$ cat config.mk
export PLATFORM = sky130hd
export DESIGN_NAME = uart_rx_flat
export DESIGN_NICKNAME = d
export VERILOG_FILES = /design/src/rtl/uart_rx_pkg.sv /design/src/rtl/uart_rx_if.sv /design/src/rtl/uart_rx_fifo.sv /design/src/rtl/uart_rx.sv /design/src/flat_wrapper.sv
export SDC_FILE = /design/constraint.sdc
export NUM_CORES = 1
export LEC_CHECK = 0
export ABC_AREA = 1
export CAP_MARGIN = 20
export CORE_MARGIN = 2
export CORE_UTILIZATION = 48
export CTS_CLUSTER_DIAMETER = 80
export DETAILED_ROUTE_END_ITERATION = 10
export PLACE_DENSITY = 0.85
export SETUP_SLACK_MARGIN = 0.02
export SKIP_CTS_REPAIR_TIMING = 1
export SYNTH_ARGS = -nofsm -noshare
export SYNTH_HDL_FRONTEND = slang
export SYNTH_SLANG_ARGS = --single-unit
$ cat constraint.sdc
create_clock -name wb_clk -period 5.93 [get_ports wb_clk]
set_input_delay 0.8895 -clock wb_clk [delete_from_list [all_inputs] [get_ports wb_clk]]
set_output_delay 0.8895 -clock wb_clk [all_outputs]
set_load 0.05 [all_outputs]
$ cat src/rtl/uart_rx_pkg.sv
// Shared definitions for the UART receiver: FSM states, register offsets,
// status bit positions and the status word packer.
package uart_rx_pkg;

  // Receive FSM states; the encoding is visible on the debug state port.
  typedef enum logic [2:0] {
    S_IDLE  = 3'd0,
    S_START = 3'd1,
    S_DATA  = 3'd2,
    S_STOP  = 3'd3,
    S_BREAK = 3'd4
  } rx_state_e;

  // Register select is address bit 2.
  localparam logic REG_DATA   = 1'b0;
  localparam logic REG_STATUS = 1'b1;

  // STATUS register bit positions; the same positions clear the flags on write.
  localparam int ST_READY   = 0;
  localparam int ST_FRAME   = 1;
  localparam int ST_OVERRUN = 2;

  // DATA register: bit 8 flags that the low byte holds a received character.
  localparam int DATA_VALID = 8;

  function automatic logic [31:0] status_word(input logic overrun,
                                              input logic frame_err,
                                              input logic ready);
    status_word             = '0;
    status_word[ST_OVERRUN] = overrun;
    status_word[ST_FRAME]   = frame_err;
    status_word[ST_READY]   = ready;
  endfunction

endpackage

$ cat src/rtl/uart_rx_if.sv
// Data bus port of the UART receiver.
// Handshake: the master raises wb_dbus_cyc with adr/we/dat stable and holds
// them until it sees ack; the slave pulses ack for exactly one cycle (read
// data valid on rdt in that cycle only) and will not ack again until cyc has
// been dropped for at least one cycle.
interface uart_rx_if;
  logic [31:0] wb_dbus_adr;
  logic [31:0] wb_dbus_dat;
  logic [3:0]  wb_dbus_sel;
  logic        wb_dbus_we;
  logic        wb_dbus_cyc;
  logic [31:0] rdt;
  logic        ack;

  modport master (
    output wb_dbus_adr, wb_dbus_dat, wb_dbus_sel, wb_dbus_we, wb_dbus_cyc,
    input  rdt, ack
  );

  modport slave (
    input  wb_dbus_adr, wb_dbus_dat, wb_dbus_sel, wb_dbus_we, wb_dbus_cyc,
    output rdt, ack
  );
endinterface

$ cat src/rtl/uart_rx_fifo.sv
// Small synchronous receive FIFO. A push while full is accepted only if a pop
// happens in the same cycle; the caller flags overrun otherwise.
module uart_rx_fifo #(
  parameter int DEPTH = 4,
  parameter int WIDTH = 8
) (
  input  logic             clk_i,
  input  logic             rst_i,
  input  logic             push_i,
  input  logic             pop_i,
  input  logic [WIDTH-1:0] din_i,
  output logic [WIDTH-1:0] dout_o,
  output logic             empty_o,
  output logic             full_o
);
  localparam int AW = $clog2(DEPTH);

  logic [WIDTH-1:0] mem_q [DEPTH];
  logic [AW:0]      wr_ptr_q, wr_ptr_d;
  logic [AW:0]      rd_ptr_q, rd_ptr_d;
  logic             do_push;
  logic             do_pop;

  // Extra pointer MSB distinguishes full from empty when the indices match.
  assign empty_o = (wr_ptr_q == rd_ptr_q);
  assign full_o  = (wr_ptr_q[AW] != rd_ptr_q[AW]) &&
                   (wr_ptr_q[AW-1:0] == rd_ptr_q[AW-1:0]);
  assign dout_o  = mem_q[rd_ptr_q[AW-1:0]];

  assign do_pop  = pop_i & ~empty_o;
  assign do_push = push_i & (~full_o | do_pop);

  // Pointer next-state: both advance independently and wrap naturally.
  always_comb begin
    wr_ptr_d = wr_ptr_q;
    rd_ptr_d = rd_ptr_q;
    if (do_push) wr_ptr_d = wr_ptr_q + 1'b1;
    if (do_pop)  rd_ptr_d = rd_ptr_q + 1'b1;
  end

  // Pointer registers.
  always_ff @(posedge clk_i) begin
    if (rst_i) begin
      wr_ptr_q <= '0;
      rd_ptr_q <= '0;
    end else begin
      wr_ptr_q <= wr_ptr_d;
      rd_ptr_q <= rd_ptr_d;
    end
  end

  // Storage write; contents need no reset since the pointers gate reads.
  always_ff @(posedge clk_i) begin
    if (do_push) mem_q[wr_ptr_q[AW-1:0]] <= din_i;
  end

endmodule

$ cat src/rtl/uart_rx.sv
// Bus-mapped UART receiver: 16x oversampled 8N1, LSB first. Holds the input
// synchroniser, the receive FSM, the status flags and the bus decode; bytes
// are buffered in uart_rx_fifo.
module uart_rx
  import uart_rx_pkg::*;
#(
  parameter int                AWIDTH = 8,
  parameter logic [AWIDTH-1:0] ADDR   = '0,
  parameter int                DEPTH  = 4
) (
  input  logic      wb_clk,
  input  logic      wb_rst,
  uart_rx_if.slave  bus,
  input  logic      baud16_en,
  input  logic      rx,
  output logic      rx_ready,
  output logic      rx_err,
  output rx_state_e dbg_state_o
);

  logic      rx_meta_q, rxs_q;
  rx_state_e state_q, state_d;
  logic [3:0] tick_q, tick_d;
  logic [2:0] bit_q, bit_d;
  logic [7:0] shift_q, shift_d;
  logic      push, frame_set, overrun_set;
  logic [7:0] fifo_dout;
  logic      fifo_empty, fifo_full;
  logic      cyc, busy_q, ack_q;
  logic      reg_sel, pop, clr_status;
  logic      frame_err_q, overrun_q;
  logic      unused_bus;

  // Two-flop synchroniser; resets to the idle-high line level.
  always_ff @(posedge wb_clk) begin
    if (wb_rst) begin
      rx_meta_q <= 1'b1;
      rxs_q     <= 1'b1;
    end else begin
      rx_meta_q <= rx;
      rxs_q     <= rx_meta_q;
    end
  end

  // FSM state register.
  always_ff @(posedge wb_clk) begin
    if (wb_rst) state_q <= S_IDLE;
    else        state_q <= state_d;
  end

  // FSM next-state: moves only on oversampling strobes.
  always_comb begin
    state_d = state_q;
    if (baud16_en) begin
      case (state_q)
        S_IDLE:  if (!rxs_q) state_d = S_START;
        S_START: if (tick_q == 4'd7) state_d = rxs_q ? S_IDLE : S_DATA;
        S_DATA:  if (tick_q == 4'd15 && bit_q == 3'd7) state_d = S_STOP;
        S_STOP:  if (tick_q == 4'd15) state_d = rxs_q ? S_IDLE : S_BREAK;
        S_BREAK: if (rxs_q) state_d = S_IDLE;
        default: state_d = S_IDLE;
      endcase
    end
  end

  // FSM outputs: tick/bit counters, data shifter, push and framing-error events.
  // Start bit is checked at its middle (tick 7), then each later bit is
  // sampled 16 ticks on, i.e. also near its middle.
  always_comb begin
    tick_d    = tick_q;
    bit_d     = bit_q;
    shift_d   = shift_q;
    push      = 1'b0;
    frame_set = 1'b0;
    if (baud16_en) begin
      case (state_q)
        S_IDLE: tick_d = '0;
        S_START: begin
          tick_d = (tick_q == 4'd7) ? 4'd0 : tick_q + 4'd1;
          bit_d  = '0;
        end
        S_DATA: begin
          tick_d = tick_q + 4'd1;
          if (tick_q == 4'd15) begin
            shift_d[bit_q] = rxs_q;
            bit_d          = bit_q + 3'd1;
          end
        end
        S_STOP: begin
          tick_d = tick_q + 4'd1;
          if (tick_q == 4'd15) begin
            push      = rxs_q;
            frame_set = ~rxs_q;
          end
        end
        S_BREAK: tick_d = '0;
        default: tick_d = '0;
      endcase
    end
  end

  // Receive datapath registers.
  always_ff @(posedge wb_clk) begin
    if (wb_rst) begin
      tick_q  <= '0;
      bit_q   <= '0;
      shift_q <= '0;
    end else begin
      tick_q  <= tick_d;
      bit_q   <= bit_d;
      shift_q <= shift_d;
    end
  end

  uart_rx_fifo #(
    .DEPTH(DEPTH),
    .WIDTH(8)
  ) u_fifo (
    .clk_i  (wb_clk),
    .rst_i  (wb_rst),
    .push_i (push),
    .pop_i  (pop),
    .din_i  (shift_q),
    .dout_o (fifo_dout),
    .empty_o(fifo_empty),
    .full_o (fifo_full)
  );

  // Bus decode: ack one cycle after cyc is first seen, then hold off until
  // cyc drops so a stalled master cannot pop twice.
  assign cyc     = bus.wb_dbus_cyc & (bus.wb_dbus_adr[31 -: AWIDTH] == ADDR);
  assign reg_sel = bus.wb_dbus_adr[2];

  // Bus acknowledge registers.
  always_ff @(posedge wb_clk) begin
    if (wb_rst) begin
      busy_q <= 1'b0;
      ack_q  <= 1'b0;
    end else begin
      busy_q <= cyc;
      ack_q  <= cyc & ~busy_q;
    end
  end

  assign bus.ack     = ack_q;
  assign pop         = ack_q & ~bus.wb_dbus_we & (reg_sel == REG_DATA);
  assign clr_status  = ack_q &  bus.wb_dbus_we & (reg_sel == REG_STATUS);
  // A push into a full FIFO only survives if the same cycle pops a byte.
  assign overrun_set = push & fifo_full & ~(pop & ~fifo_empty);

  // Read mux, driven only in the ack cycle of a read.
  always_comb begin
    bus.rdt = '0;
    if (ack_q && !bus.wb_dbus_we) begin
      if (reg_sel == REG_STATUS) begin
        bus.rdt = status_word(overrun_q, frame_err_q, ~fifo_empty);
      end else if (!fifo_empty) begin
        bus.rdt             = {24'b0, fifo_dout};
        bus.rdt[DATA_VALID] = 1'b1;
      end
    end
  end

  // Sticky error flags; a set event in the same cycle beats a bus clear.
  always_ff @(posedge wb_clk) begin
    if (wb_rst) begin
      frame_err_q <= 1'b0;
      overrun_q   <= 1'b0;
    end else begin
      frame_err_q <= frame_set |
                     (frame_err_q & ~(clr_status & bus.wb_dbus_dat[ST_FRAME]));
      overrun_q   <= overrun_set |
                     (overrun_q & ~(clr_status & bus.wb_dbus_dat[ST_OVERRUN]));
    end
  end

  assign rx_ready    = ~fifo_empty;
  assign rx_err      = overrun_q | frame_err_q;
  assign dbg_state_o = state_q;

  // Byte selects and most address/data bits carry no meaning for this block.
  assign unused_bus = ^{bus.wb_dbus_sel, bus.wb_dbus_dat, bus.wb_dbus_adr};

endmodule

$ cat src/flat_wrapper.sv
// flat-port wrapper written by rule: the top's interface ports become plain ports
module uart_rx_flat import uart_rx_pkg::*;
#(
  parameter int                AWIDTH = 8,
  parameter logic [AWIDTH-1:0] ADDR   = '0,
  parameter int                DEPTH  = 4
)
  (wb_clk, wb_rst, baud16_en, rx, rx_ready, rx_err, dbg_state_o, bus_wb_dbus_adr, bus_wb_dbus_dat, bus_wb_dbus_sel, bus_wb_dbus_we, bus_wb_dbus_cyc, bus_rdt, bus_ack);
  uart_rx_if bus_i ();
  input  logic wb_clk;
  input  logic wb_rst;
  input  logic baud16_en;
  input  logic rx;
  output logic rx_ready;
  output logic rx_err;
  output rx_state_e dbg_state_o;
  input wire logic [$bits(bus_i.wb_dbus_adr)-1:0] bus_wb_dbus_adr;
  input wire logic [$bits(bus_i.wb_dbus_dat)-1:0] bus_wb_dbus_dat;
  input wire logic [$bits(bus_i.wb_dbus_sel)-1:0] bus_wb_dbus_sel;
  input wire logic [$bits(bus_i.wb_dbus_we)-1:0] bus_wb_dbus_we;
  input wire logic [$bits(bus_i.wb_dbus_cyc)-1:0] bus_wb_dbus_cyc;
  output wire logic [$bits(bus_i.rdt)-1:0] bus_rdt;
  output wire logic [$bits(bus_i.ack)-1:0] bus_ack;
  assign bus_i.wb_dbus_adr = bus_wb_dbus_adr;
  assign bus_i.wb_dbus_dat = bus_wb_dbus_dat;
  assign bus_i.wb_dbus_sel = bus_wb_dbus_sel;
  assign bus_i.wb_dbus_we = bus_wb_dbus_we;
  assign bus_i.wb_dbus_cyc = bus_wb_dbus_cyc;
  assign bus_rdt = bus_i.rdt;
  assign bus_ack = bus_i.ack;
  uart_rx #(.AWIDTH(AWIDTH), .ADDR(ADDR), .DEPTH(DEPTH)) u_core (.wb_clk(wb_clk), .wb_rst(wb_rst), .bus(bus_i), .baud16_en(baud16_en), .rx(rx), .rx_ready(rx_ready), .rx_err(rx_err), .dbg_state_o(dbg_state_o));
endmodule
==> metrics.cfg <==
[timing]
fin_crit_sh=0.6492
tns_ns=0
slew_viol_final=0
clock_skew_ns=0.01031
hold_viol=0
setup_violations=0
fmax_ghz=0.2598
period_needed_ns=3.850
rsz0062_at_grt=no
maxSlewHeadroom=0.4937
worst_pin_slew_ns=0.7567

[setup_path]
start_kind=primary input
r2r_start=u_core.tick_q[0]$_SDFFE_PP0P_
crit_type=primary input to primary output
ff2ff_path_depth=7
worstReg2RegEnd=u_core.u_fifo.mem_q[3][6]$_DFFE_PP_
crit_arrival_ns=2.96
crit_required_ns=5.04
endpoint_kind=primary output
path_max_fanout=9
reg2reg_slack_ns=3.75

[yosys]
synth.most_common_cell=nor2_1
synthMuxAreaShare=0
yosys.area_share.simple=0.2443
synth_top_family_by_area=simple AND/OR/NAND/NOR gates
synthXorXnorAreaFrac=0.01131
syn_inst=358
yosysSeqAreaShare=0.5170
synthAdderAreaFrac=0.03231
synth_common_cells=nor2_1 (70), nand2_1 (55), dfxtp_1 (32), edfxtp_1 (32), inv_1 (27)
synth_compound_area_frac=0.08481
synthArstFlopShare=0
yosysUniqueCellTypes=30
ys_ff_latch=64
yosys_warnings=0
synth_ff_type=edfxtp_1
netlist.top_cell.by_area=edfxtp_1
netlist.area_leader.share=0.3102
synth_edf_count=32
netlist_area_mm2=0.003098
avgSynthCellArea_um2=8.654
synth_area_leaders=edfxtp_1 (31%), dfxtp_1 (21%), nor2_1 (8.5%), nand2_1 (6.7%), buf_4 (5.6%)

[global_route]
grt_pass1_wl_um=9439
overflow=0
grt_max_degree=18
antenna_found_initial=0
track_usage=0.1663
grt_pass1_vias=2173

[drt]
first_iter_violations=143
routed_via_density=4.892
wl_per_cell_um=11.99
vias=2319
routed_wl_um=5681
drc_errors=0
ant_nets=0
firstDrtPassIters=4

[hold_path]
hold_class=flop to flop
worst_hold_path.endpoint=u_core.bus.ack$_SDFF_PP0_
min_path_cells=1
hp-start=u_core.busy_q$_SDFF_PP0_

[clocking]
cts_max_path_buffers=2
clk_latency_ns=0.34
numCtsBuffers=9
root_buffer=clkbuf_8
cts_tree=yes
path_clk_slew_ns=0.08
clock_sinks=64
htree_num_levels=3

[power]
leakage_uw=0.001473
p_total_uw=1055
ir_drop_mv=0.2049
pwr_density_cell_mw_per_mm2=293.8

[floorplanning]
dieArea_mm2=0.007112
core_area_mm2=0.006277
die_h_um=84.34
die_width_um=84.34
start_util=0.4935
rows=29
ios=112

[finish]
antenna_cells=0
layout-drive-gt1-share=0.09572
multi_input_area_mm2=0.001241
fin_nets=474
area_growth_pct=15.95
seqCellArea_mm2=0.001602
fillCellCount=524

[place]
gp_congestion=0.8681
dp_hpwl_um=4005
numPortBuffers=31

[run_status]
status=completed

[flow_run]
drv_cap=0

-- cell families after synthesis --
logic type | count (synthesis)
XOR/XNOR | 4
flip-flops | 64
other | 1
AND/OR/NAND/NOR | 167
AO/OA/AOI/OAI | 51
buffers and inverters | 63
adder cells (fa/ha/maj) | 8
-- cell type report --
class,instances,area share
Sequential cell,64,0.4458
Inverter,33,0.03448
Tap cell,77,0.02682
Clock inverter,7,0.02647
Multi-Input combinational cell,253,0.3455
Clock buffer,9,0.03448
Timing Repair Buffer,31,0.08638
-- cells in the final DEF, fill, tap and decap left out, types with 2 or more instances in the layout --
| cell | Yosys | routed |
|---|---|---|
| nand2_4 | 2 | 2 |
| clkinv_2 | 0 | 2 |
| nor2_8 | 2 | 2 |
| inv_2 | 6 | 6 |
| dfxtp_1 | 32 | 32 |
| nand3_1 | 19 | 19 |
| nand2_1 | 55 | 55 |
| nor2_1 | 70 | 70 |
| o22ai_1 | 3 | 3 |
| bufinv_16 | 0 | 2 |
| edfxtp_1 | 32 | 32 |
| nand2_2 | 3 | 3 |
| o21ai_0 | 25 | 25 |
| a21oi_1 | 22 | 22 |
| conb_1 | 1 | 23 |
| clkdlybuf4s50_1 | 0 | 31 |
| inv_1 | 27 | 27 |
| clkbuf_8 | 1 | 9 |
| nor3_1 | 5 | 5 |
| ha_1 | 8 | 8 |
| or2_2 | 4 | 4 |
| nor2_2 | 2 | 2 |
| xor2_1 | 3 | 3 |
-- critical path: stages --
cell             delay, ns
clkdlybuf4s50_1       0.42
inv_1                 0.06
nand2_1               0.11
nor2_2                0.22
nand2_2               0.21
o22ai_1               0.21
clkdlybuf4s50_1       0.84
-- flip-flops by register name, summed over array words and instances, names as in the netlist, named ones only --
| signal | flops |
|---|---|
| u_core.rxs_q | 1 |
| u_core.bus.ack | 1 |
| u_core.busy_q | 1 |
| u_core.rx_meta_q | 1 |
| u_core.shift_q | 8 |
| u_core.u_fifo.mem_q | 32 |
| u_core.u_fifo.rd_ptr_q | 3 |
| u_core.u_fifo.wr_ptr_q | 3 |
| u_core.frame_err_q | 1 |
| u_core.tick_q | 4 |
| u_core.dbg_state_o | 3 |
| u_core.bit_q | 3 |
| u_core.overrun_q | 1 |
-- how the worst max path moves through the flow --
stage / from / end
finish: bus_wb_dbus_we / bus_rdt[1]
global placement: bus_wb_dbus_we / bus_rdt[1]
detailed placement: bus_wb_dbus_we / bus_rdt[1]
floorplan: bus_wb_dbus_we / bus_rdt[1]
global route: bus_wb_dbus_we / bus_rdt[7]
CTS: bus_wb_dbus_we / bus_rdt[1]
-- metrics by stage --
step	utilization	std cells	setup WS (ns)	hold slack [ns]	cell area, um^2
6_report	0.5723	474	2.080	0.3950	3592
5_1_grt	0.5723	474	1.959	0.4408	3592
3_3_place_gp	0.5374	458	2.099	0.3824	3373
2_1_floorplan	-	380	2.899	0.3749	3181
4_1_cts	0.5723	474	2.064	0.4007	3592
3_5_place_dp	0.5374	458	2.080	0.3935	3373
-- routing by layer --
metal / vias up / global-route usage / routed length [um]
met2: 78 / 0.2980 / 2892
li1: 1184 / - / -
met5: - / 0 / 0
met1: 1048 / 0.1894 / 2317
met4: 0 / 0.06782 / 57
met3: 9 / 0.04130 / 414
-- where the power goes --
group	switching [uW]	internal, uW	leakage [uW]	total, uW
logic	111	45.9	0.000808	157
clock network	169	237	0.000110	406
registers	19.5	473	0.000555	492
total	300	756	0.00147	1060
Power figures use the tool's default switching activity.
